File: src/rtl/mul_sched_pkg.sv
// Shared types and defaults for the multiply writeback scheduler.
// State encoding plus datapath and counter width constants.
package mul_sched_pkg;

  localparam int DATA_W_DEF = 16;
  localparam int REG_AW_DEF = 4;
  localparam int CNT_W      = 4;

  typedef enum logic [1:0] {
    IDLE,
    EXEC,
    WB_LO,
    WB_HI
  } state_e;

endpackage

File: src/rtl/mul_wb_scheduler_wb_arbiter.sv
// Two-way fixed-priority register write-port mux, ALU first.
// mul_gnt tells the sequencer its writeback went through this cycle.
module wb_arbiter #(
  parameter int DATA_W = 16,
  parameter int REG_AW = 4
) (
  input  logic              en,
  input  logic              alu_req,
  input  logic [REG_AW-1:0] alu_addr,
  input  logic [DATA_W-1:0] alu_data,
  input  logic              mul_req,
  input  logic [REG_AW-1:0] mul_addr,
  input  logic [DATA_W-1:0] mul_data,
  output logic              we,
  output logic [REG_AW-1:0] waddr,
  output logic [DATA_W-1:0] wdata,
  output logic              mul_gnt
);

  always_comb begin
    we      = 1'b0;
    waddr   = '0;
    wdata   = '0;
    mul_gnt = 1'b0;
    if (en) begin
      priority case (1'b1)
        alu_req: begin
          we    = 1'b1;
          waddr = alu_addr;
          wdata = alu_data;
        end
        mul_req: begin
          we      = 1'b1;
          waddr   = mul_addr;
          wdata   = mul_data;
          mul_gnt = 1'b1;
        end
        default: ;
      endcase
    end
  end

endmodule

File: src/rtl/mul_wb_scheduler.sv
// Multiply sequencer and register write-port scheduler.
// MUL_WB_HI_EN builds the high-half writeback; otherwise only lo is written.
module mul_wb_scheduler
  import mul_sched_pkg::*;
#(
  parameter int DATA_W  = DATA_W_DEF,
  parameter int REG_AW  = REG_AW_DEF,
  parameter int MUL_LAT = 4
) (
  input  logic              CLOCK_50,
  input  logic              reset,
  input  logic              mul_req,
  input  logic [REG_AW-1:0] mul_rd_lo,
  input  logic [REG_AW-1:0] mul_rd_hi,
  output logic              mul_ack,
  output logic              mul_en,
  input  logic [DATA_W-1:0] mul_lo,
  input  logic [DATA_W-1:0] mul_hi,
  input  logic              alu_wr_req,
  input  logic [REG_AW-1:0] alu_wr_reg,
  input  logic [DATA_W-1:0] alu_wr_data,
  output logic              rf_we,
  output logic [REG_AW-1:0] rf_waddr,
  output logic [DATA_W-1:0] rf_wdata,
  output logic              stall,
  output logic              busy
);

  localparam logic [CNT_W-1:0] LAST = CNT_W'(MUL_LAT - 1);

  state_e            state_q, state_d;
  logic [CNT_W-1:0]  cnt_q, cnt_d;
  logic [REG_AW-1:0] rd_lo_q, rd_lo_d;
  logic [DATA_W-1:0] prod_lo_q, prod_lo_d;
  logic              ack_q, ack_d;
  logic              take;
  logic              wb_req;
  logic [REG_AW-1:0] wb_addr;
  logic [DATA_W-1:0] wb_data;
  logic              mul_gnt;

`ifdef MUL_WB_HI_EN
  logic [REG_AW-1:0] rd_hi_q, rd_hi_d;
  logic [DATA_W-1:0] prod_hi_q, prod_hi_d;
`else
  logic unused_hi;
  assign unused_hi = ^{mul_rd_hi, mul_hi};
`endif

  wb_arbiter #(
    .DATA_W(DATA_W),
    .REG_AW(REG_AW)
  ) u_arb (
    .en      (reset),
    .alu_req (alu_wr_req),
    .alu_addr(alu_wr_reg),
    .alu_data(alu_wr_data),
    .mul_req (wb_req),
    .mul_addr(wb_addr),
    .mul_data(wb_data),
    .we      (rf_we),
    .waddr   (rf_waddr),
    .wdata   (rf_wdata),
    .mul_gnt (mul_gnt)
  );

  always_comb begin
    state_d   = state_q;
    cnt_d     = cnt_q;
    rd_lo_d   = rd_lo_q;
    prod_lo_d = prod_lo_q;
`ifdef MUL_WB_HI_EN
    rd_hi_d   = rd_hi_q;
    prod_hi_d = prod_hi_q;
`endif
    ack_d   = 1'b0;
    take    = 1'b0;
    wb_req  = 1'b0;
    wb_addr = '0;
    wb_data = '0;
    unique case (state_q)
      IDLE: take = mul_req;
      EXEC: begin
        cnt_d = cnt_q + CNT_W'(1);
        if (cnt_q == LAST) begin
          prod_lo_d = mul_lo;
`ifdef MUL_WB_HI_EN
          prod_hi_d = mul_hi;
`endif
          state_d = WB_LO;
        end
      end
      WB_LO: begin
        wb_req  = 1'b1;
        wb_addr = rd_lo_q;
        wb_data = prod_lo_q;
`ifdef MUL_WB_HI_EN
        if (mul_gnt) state_d = WB_HI;
`else
        if (mul_gnt) state_d = IDLE;
        take = mul_req & mul_gnt;
`endif
      end
`ifdef MUL_WB_HI_EN
      WB_HI: begin
        wb_req  = 1'b1;
        wb_addr = rd_hi_q;
        wb_data = prod_hi_q;
        if (mul_gnt) state_d = IDLE;
        take = mul_req & mul_gnt;
      end
`endif
      default: state_d = IDLE;
    endcase
    // Final writeback edge doubles as the IDLE entry edge for back-to-back issue
    if (take) begin
      state_d = EXEC;
      cnt_d   = '0;
      rd_lo_d = mul_rd_lo;
`ifdef MUL_WB_HI_EN
      rd_hi_d = mul_rd_hi;
`endif
      ack_d = 1'b1;
    end
  end

  always_ff @(posedge CLOCK_50 or negedge reset) begin
    if (!reset) begin
      state_q   <= IDLE;
      cnt_q     <= '0;
      rd_lo_q   <= '0;
      prod_lo_q <= '0;
`ifdef MUL_WB_HI_EN
      rd_hi_q   <= '0;
      prod_hi_q <= '0;
`endif
      ack_q <= 1'b0;
    end else begin
      state_q   <= state_d;
      cnt_q     <= cnt_d;
      rd_lo_q   <= rd_lo_d;
      prod_lo_q <= prod_lo_d;
`ifdef MUL_WB_HI_EN
      rd_hi_q   <= rd_hi_d;
      prod_hi_q <= prod_hi_d;
`endif
      ack_q <= ack_d;
    end
  end

  assign mul_ack = ack_q;
  assign mul_en  = (state_q == EXEC);
  assign busy    = (state_q != IDLE);
  assign stall   = busy;

endmodule

File: config.mk
export PLATFORM = sky130hd
export DESIGN_NAME = mul_wb_scheduler
export DESIGN_NICKNAME = d
export VERILOG_FILES = /design/src/rtl/mul_sched_pkg.sv /design/src/rtl/mul_wb_scheduler_wb_arbiter.sv /design/src/rtl/mul_wb_scheduler.sv
export SDC_FILE = /design/constraint.sdc
export NUM_CORES = 1
export LEC_CHECK = 0
export ABC_AREA = 1
export CELL_PAD_IN_SITES_DETAIL_PLACEMENT = 1
export CELL_PAD_IN_SITES_GLOBAL_PLACEMENT = 1
export CORE_MARGIN = 2
export CORE_UTILIZATION = 27
export CTS_BUF_LIST = sky130_fd_sc_hd__clkbuf_8
export CTS_CLUSTER_SIZE = 28
export DETAILED_ROUTE_END_ITERATION = 8
export GPL_TIMING_DRIVEN = 0
export PLACE_DENSITY_LB_ADDON = 0.1
export SLEW_MARGIN = 20
export SYNTH_ARGS = -nofsm -noshare
export SYNTH_HDL_FRONTEND = slang
export SYNTH_SLANG_ARGS = --single-unit
File: constraint.sdc
create_clock -name CLOCK_50 -period 3.1 [get_ports CLOCK_50]
set_clock_uncertainty 0.2 [all_clocks]
set_input_delay 0.62 -clock CLOCK_50 [delete_from_list [all_inputs] [get_ports CLOCK_50]]
set_output_delay 0.62 -clock CLOCK_50 [all_outputs]
set_load 0.05 [all_outputs]
=== After elaboration in Yosys (flattened, before gate mapping) ===
Index checks and enable logic that the tools add are counted.

* $add $sub $neg: 1
* Multiply operators: 0
* Div/mod/pow operators: 0
* Magnitude comparators: 0
* Equal/unequal tests: 6
* Shift operators: 0
* Multiplexer cells: 22
* Bitwise logic cells: 1
* Reduce and logical (&&, ||, !) cells: 5

{| class="wikitable"
|+ Operators with widths
! kind !! count
|-
| $mux W16 || 4
|-
| $mux W4 || 6
|-
| $mux W1 || 7
|-
| $mux W2 || 3
|-
| $pmux W2 S3 || 1
|-
| $add A4 B1 Y4 const B || 1
|-
| $eq A4 B2 Y1 const B || 1
|-
| $reduce_bool A2 Y1 || 2
|-
| $ne A3 B1 Y1 const B || 1
|-
| $ne A3 B3 Y1 const B || 1
|-
| $reduce_and A3 Y1 || 1
|-
| $eq A2 B1 Y1 const B || 1
|-
| $eq A2 B2 Y1 const B || 1
|-
| $logic_not A2 Y1 || 1
|-
| $ne A2 B2 Y1 const B || 1
|-
| $pmux W1 S2 || 1
|-
| $reduce_and A2 Y1 || 1
|-
| $and A1 B1 Y1 || 1
|}

* Flip-flop bits (word level): 27
* Latch bits: 0
* Memory bits (writable): 0
* Memory bits (read-only): 0
* Bits of input ports: 64
* Output and inout bits: 25
* Logic and storage cells: 40
* Memories: 0

=== Longest topological paths before layout ===
Gate-level depths: netlist (run 1).

* Word-level depth: 9
* Mapped depth: 7
* Mapped depth without buffers: 7

=== Modules after synthesis ===
From an unflattened synthesis (run 1), not the netlist that was laid out.

* Cell total of the unflattened synthesis: 240
* Area, all modules: 1694.1 um^2

{| class="wikitable"
|+ Modules (own cells, without submodules)
! module !! times used !! cells each !! area each (um^2) !! sequential area each (um^2)
|-
| mul_wb_scheduler || 1 || 165 || 1331.3 || 675.6
|-
| wb_arbiter || 1 || 75 || 362.8 || 0.0
|}

=== Worst setup path before layout (run 1) ===
No wires, ideal clock.

* Kind: in2out
* Start point: input port alu_wr_req
* End point: output port rf_we
* Data arrival time: 1.435 ns
* Required time: 2.280 ns
* Slack: 0.845 ns
* Stages: 2
* Path buffers: 0
* Cells stage by stage: inv_1 -> a21oi_1

* Cells in the longest elaborated chain, start to end: 2

{| class="wikitable"
|+ Ends and longest elaborated chain
! what !! line !! RTL
|-
| start, declared || mul_wb_scheduler.sv:19 || <nowiki>input logic alu_wr_req,</nowiki>
|-
| $mux W1 || mul_wb_scheduler_wb_arbiter.sv:26 || <nowiki>priority case (1'b1)</nowiki>
|-
| $mux W1 || mul_wb_scheduler_wb_arbiter.sv:25 || <nowiki>if (en) begin</nowiki>
|-
| end, declared || mul_wb_scheduler.sv:22 || <nowiki>output logic rf_we,</nowiki>
|}

Every way passes these cells.

=== Final worst setup path (run 1) ===
Same ends and word-level chain as after synthesis.

==> summary.txt, run 1 <==
run status: finished clean
Clk Latency, worst-skew pair: 270 ps
crit end category: output port
fin area: 2170 um2
DRC viols: 0
core box area: 5110 um2
detailed placement HPWL: 3390 um
final hold vios: 0
grt total ovfl: 0
Reg2Reg Setup Slack: 1430 ps
Slowest cell on crit path: clkdlybuf4s50_1
Worst Path Required: 2280 ps
CTS tree: yes
Die Wd: 77.0 um
Syn Nets: 263
io pins: 89
initial antenna violation count: 0
vias in the first global route: 1577
Final period util: 98.0%
Bufs on Longest Clock Path: 2
mapped cell area: 1440 um2
root buf cell: clkbuf_8
Post-Syn Instances: 198
post-synthesis compound-gate area fraction: 1.39%
worst vdd ir: 0.000334 V
largest net degree at the start of global routing: 31
Antenna Violating Nets Remaining: 0
Via-to-Cell Ratio: 4.42
Slew Viols, Final: 0
via count: 1502
Yosys reg bits: 27
Crit path depth: 4
critical path class: input port to output port
largest family of logic cells by synthesized area: simple AND/OR/NAND/NOR gates
Synth Area in Adders: 0.870%
router iterations before antenna repair: 4
routed len/inst: 12.7 um
row count: 26
Seq pwr share: 38.3%
Hold WC Path Type: input port to async pin
Simple-Gate Fraction of Synth Area: 43.4%
CTS Buf Count: 3
Clock power frac: 12.1%
CP most frequent cell: clkdlybuf4s50_1
RSZ-0062 raised after global routing: false
first-pass GRT wire length: 7530 um
layout cell share with drive strength beyond 1: 14.1%
CTS Sinks: 27
Setup crit start: alu_wr_req
Slew HR: 66.5%
Final Setup Violations: 0
mux contribution to synthesized area: 0%
Crit Path Max Fanout: 3
Comb power frac: 49.6%
r2r worst-path depth: 5
Fillers: 659
reg2reg end: prod_lo_q[10]
ANT cells: 0
DRT iter0 DRCs: 40
Worst-path clk slew: 90 ps
Total Routing Usage GR: 15.5%
Worst-Margin Slew: 501 ps
Hold WS: 55.6 ps
die area: 5920 um2
R2R Path Start: cnt_q[0]
H-tree levels: 1
Post-Synth XOR/XNOR Area: 0%
synthesized area per cell: 7.26 um2
drt total wl: 4300 um
slowest stage delay, CP: 820 ps
switching fraction of total power: 44.0%
Critical Path AT: 2220 ps
crit-path leading delay family: buffers and inverters
leakage power: 0.00115 uW
Synth cell types: 18
minimum clock period: 3040 ps
cts hold-fix bufs: 0
Syn-to-layout area delta: 51.1%
Initial Utilization: 28.1%
switching power total: 724 uW
highest clock rate: 329 MHz
routability cong.: 0.711
CP Buf/Inv Count: 3
CP Launch Type: input port
Post CTS Setup Buffer Count: 0
Int Power: 921 uW
Pwr Density: 758 nW/um2
Synthesis Warnings: 0
post-synthesis sequential area ratio: 47.0%
max-cap violations: 0
Die H: 77.0 um
port bufs: 68
Placed Instance Area: 2200 um2
# nets final: 336
CP Cell Sequence: clkdlybuf4s50_1, inv_1, a21oi_1, clkdlybuf4s50_1
[stage by stage]
stage	instances	power, uW	setup slack (ps)	TNS, ps	utilization [%]
after floorplan	198	1190	845	0	-
after global placement	336	1450	-1480	-29790	43.2
after detailed placement	336	1490	-588	-10930	43.1
after CTS	340	1680	12.0	0	43.6
after global routing	340	1800	2.00	0	42.5
final	340	1650	61.5	0	42.5
[sequential cells by signal, indices dropped and copies added, names as in the netlist]
| register | flops |
|---|---|
| prod_lo_q | 16 |
| rd_lo_q | 4 |
| state_q | 2 |
| cnt_q | 4 |
| mul_ack | 1 |
[worst max-delay path by stage]
| stage | slack [ps] | to |
|---|---|---|
| floorplan | 840 | rf_we |
| global placement | -1480 | rf_wdata[11] |
| detailed placement | -590 | rf_wdata[11] |
| CTS | 10 | rf_wdata[11] |
| global route | 2 | rf_wdata[4] |
| finish | 60 | rf_we |
[cells in the mapped netlist]
cell / n / area (um2)
a21oi_1: 2 / 10.0
buf_4: 4 / 30.0
buf_6: 3 / 33.8
clkbuf_1: 2 / 7.51
dfrtp_1: 27 / 676
ha_1: 1 / 12.5
inv_1: 8 / 30.0
inv_2: 1 / 3.75
nand2_1: 116 / 435
nand2_2: 1 / 6.26
nand3_1: 21 / 105
nand3_2: 1 / 10.0
nor2_1: 4 / 15.0
nor2_4: 1 / 11.3
nor3_2: 1 / 10.0
nor3b_4: 1 / 18.8
o21ai_0: 2 / 10.0
or2_2: 2 / 12.5
[cell type report]
class                           instances  area, um2  area share [%]
Sequential cell                        27        676            31.1
Clock inverter                          1       3.75           0.173
Multi-Input combinational cell        153        657            30.2
Timing Repair Buffer                   68        599            27.6
Buffer                                  9       73.8            3.40
Clock buffer                            3       41.3            1.90
Tap cell                               70       87.6            4.03
Inverter                                9       33.8            1.56
[layout by cell type (no fill, tap or decap), types with 2 or more instances in the layout]
master / count
clkbuf_2: 18
nand3_1: 21
clkdlybuf4s15_1: 3
clkbuf_8: 3
or2_2: 2
o21ai_0: 2
nand2_1: 116
a21oi_1: 2
buf_6: 3
clkdlybuf4s50_1: 47
nor2_1: 4
buf_4: 5
inv_1: 9
dfrtp_1: 27
[timing repair]
action | 4_1_cts | 5_1_grt
hold endpoints to repair | 0 | 0
endpoints found under the setup margin | 21 | 19
gates resized for setup | 25 | 35
[power groups by stage]
stage | logic (uW) | clock network (uW) | registers [uW]
2_1_floorplan | 568 | 0 | 624
3_3_place_gp | 825 | 0 | 627
3_5_place_dp | 846 | 0 | 640
4_1_cts | 840 | 211 | 633
5_1_grt | 918 | 224 | 657
6_report | 816 | 199 | 630
[per-layer routing]
layer | GRT usage [%] | wire length [um]
met5 | 0 | 0
met3 | 2.82 | 197
met1 | 20.6 | 2030
met2 | 26.5 | 2050
met4 | 3.21 | 19
[cell families after synthesis]
kind of cell    Yosys count
fa+ha+maj                 1
flops                    27
buf+inv                  18
compound gates            4
simple gates            148
Power figures use the tool's default switching activity.
==> run 2, diff against run 1 <==
- ABC_CLOCK_PERIOD_IN_PS: not set -> 3100
==> results of run 2 <==
Final layout, timing and power as in run 1 (identical DEF).
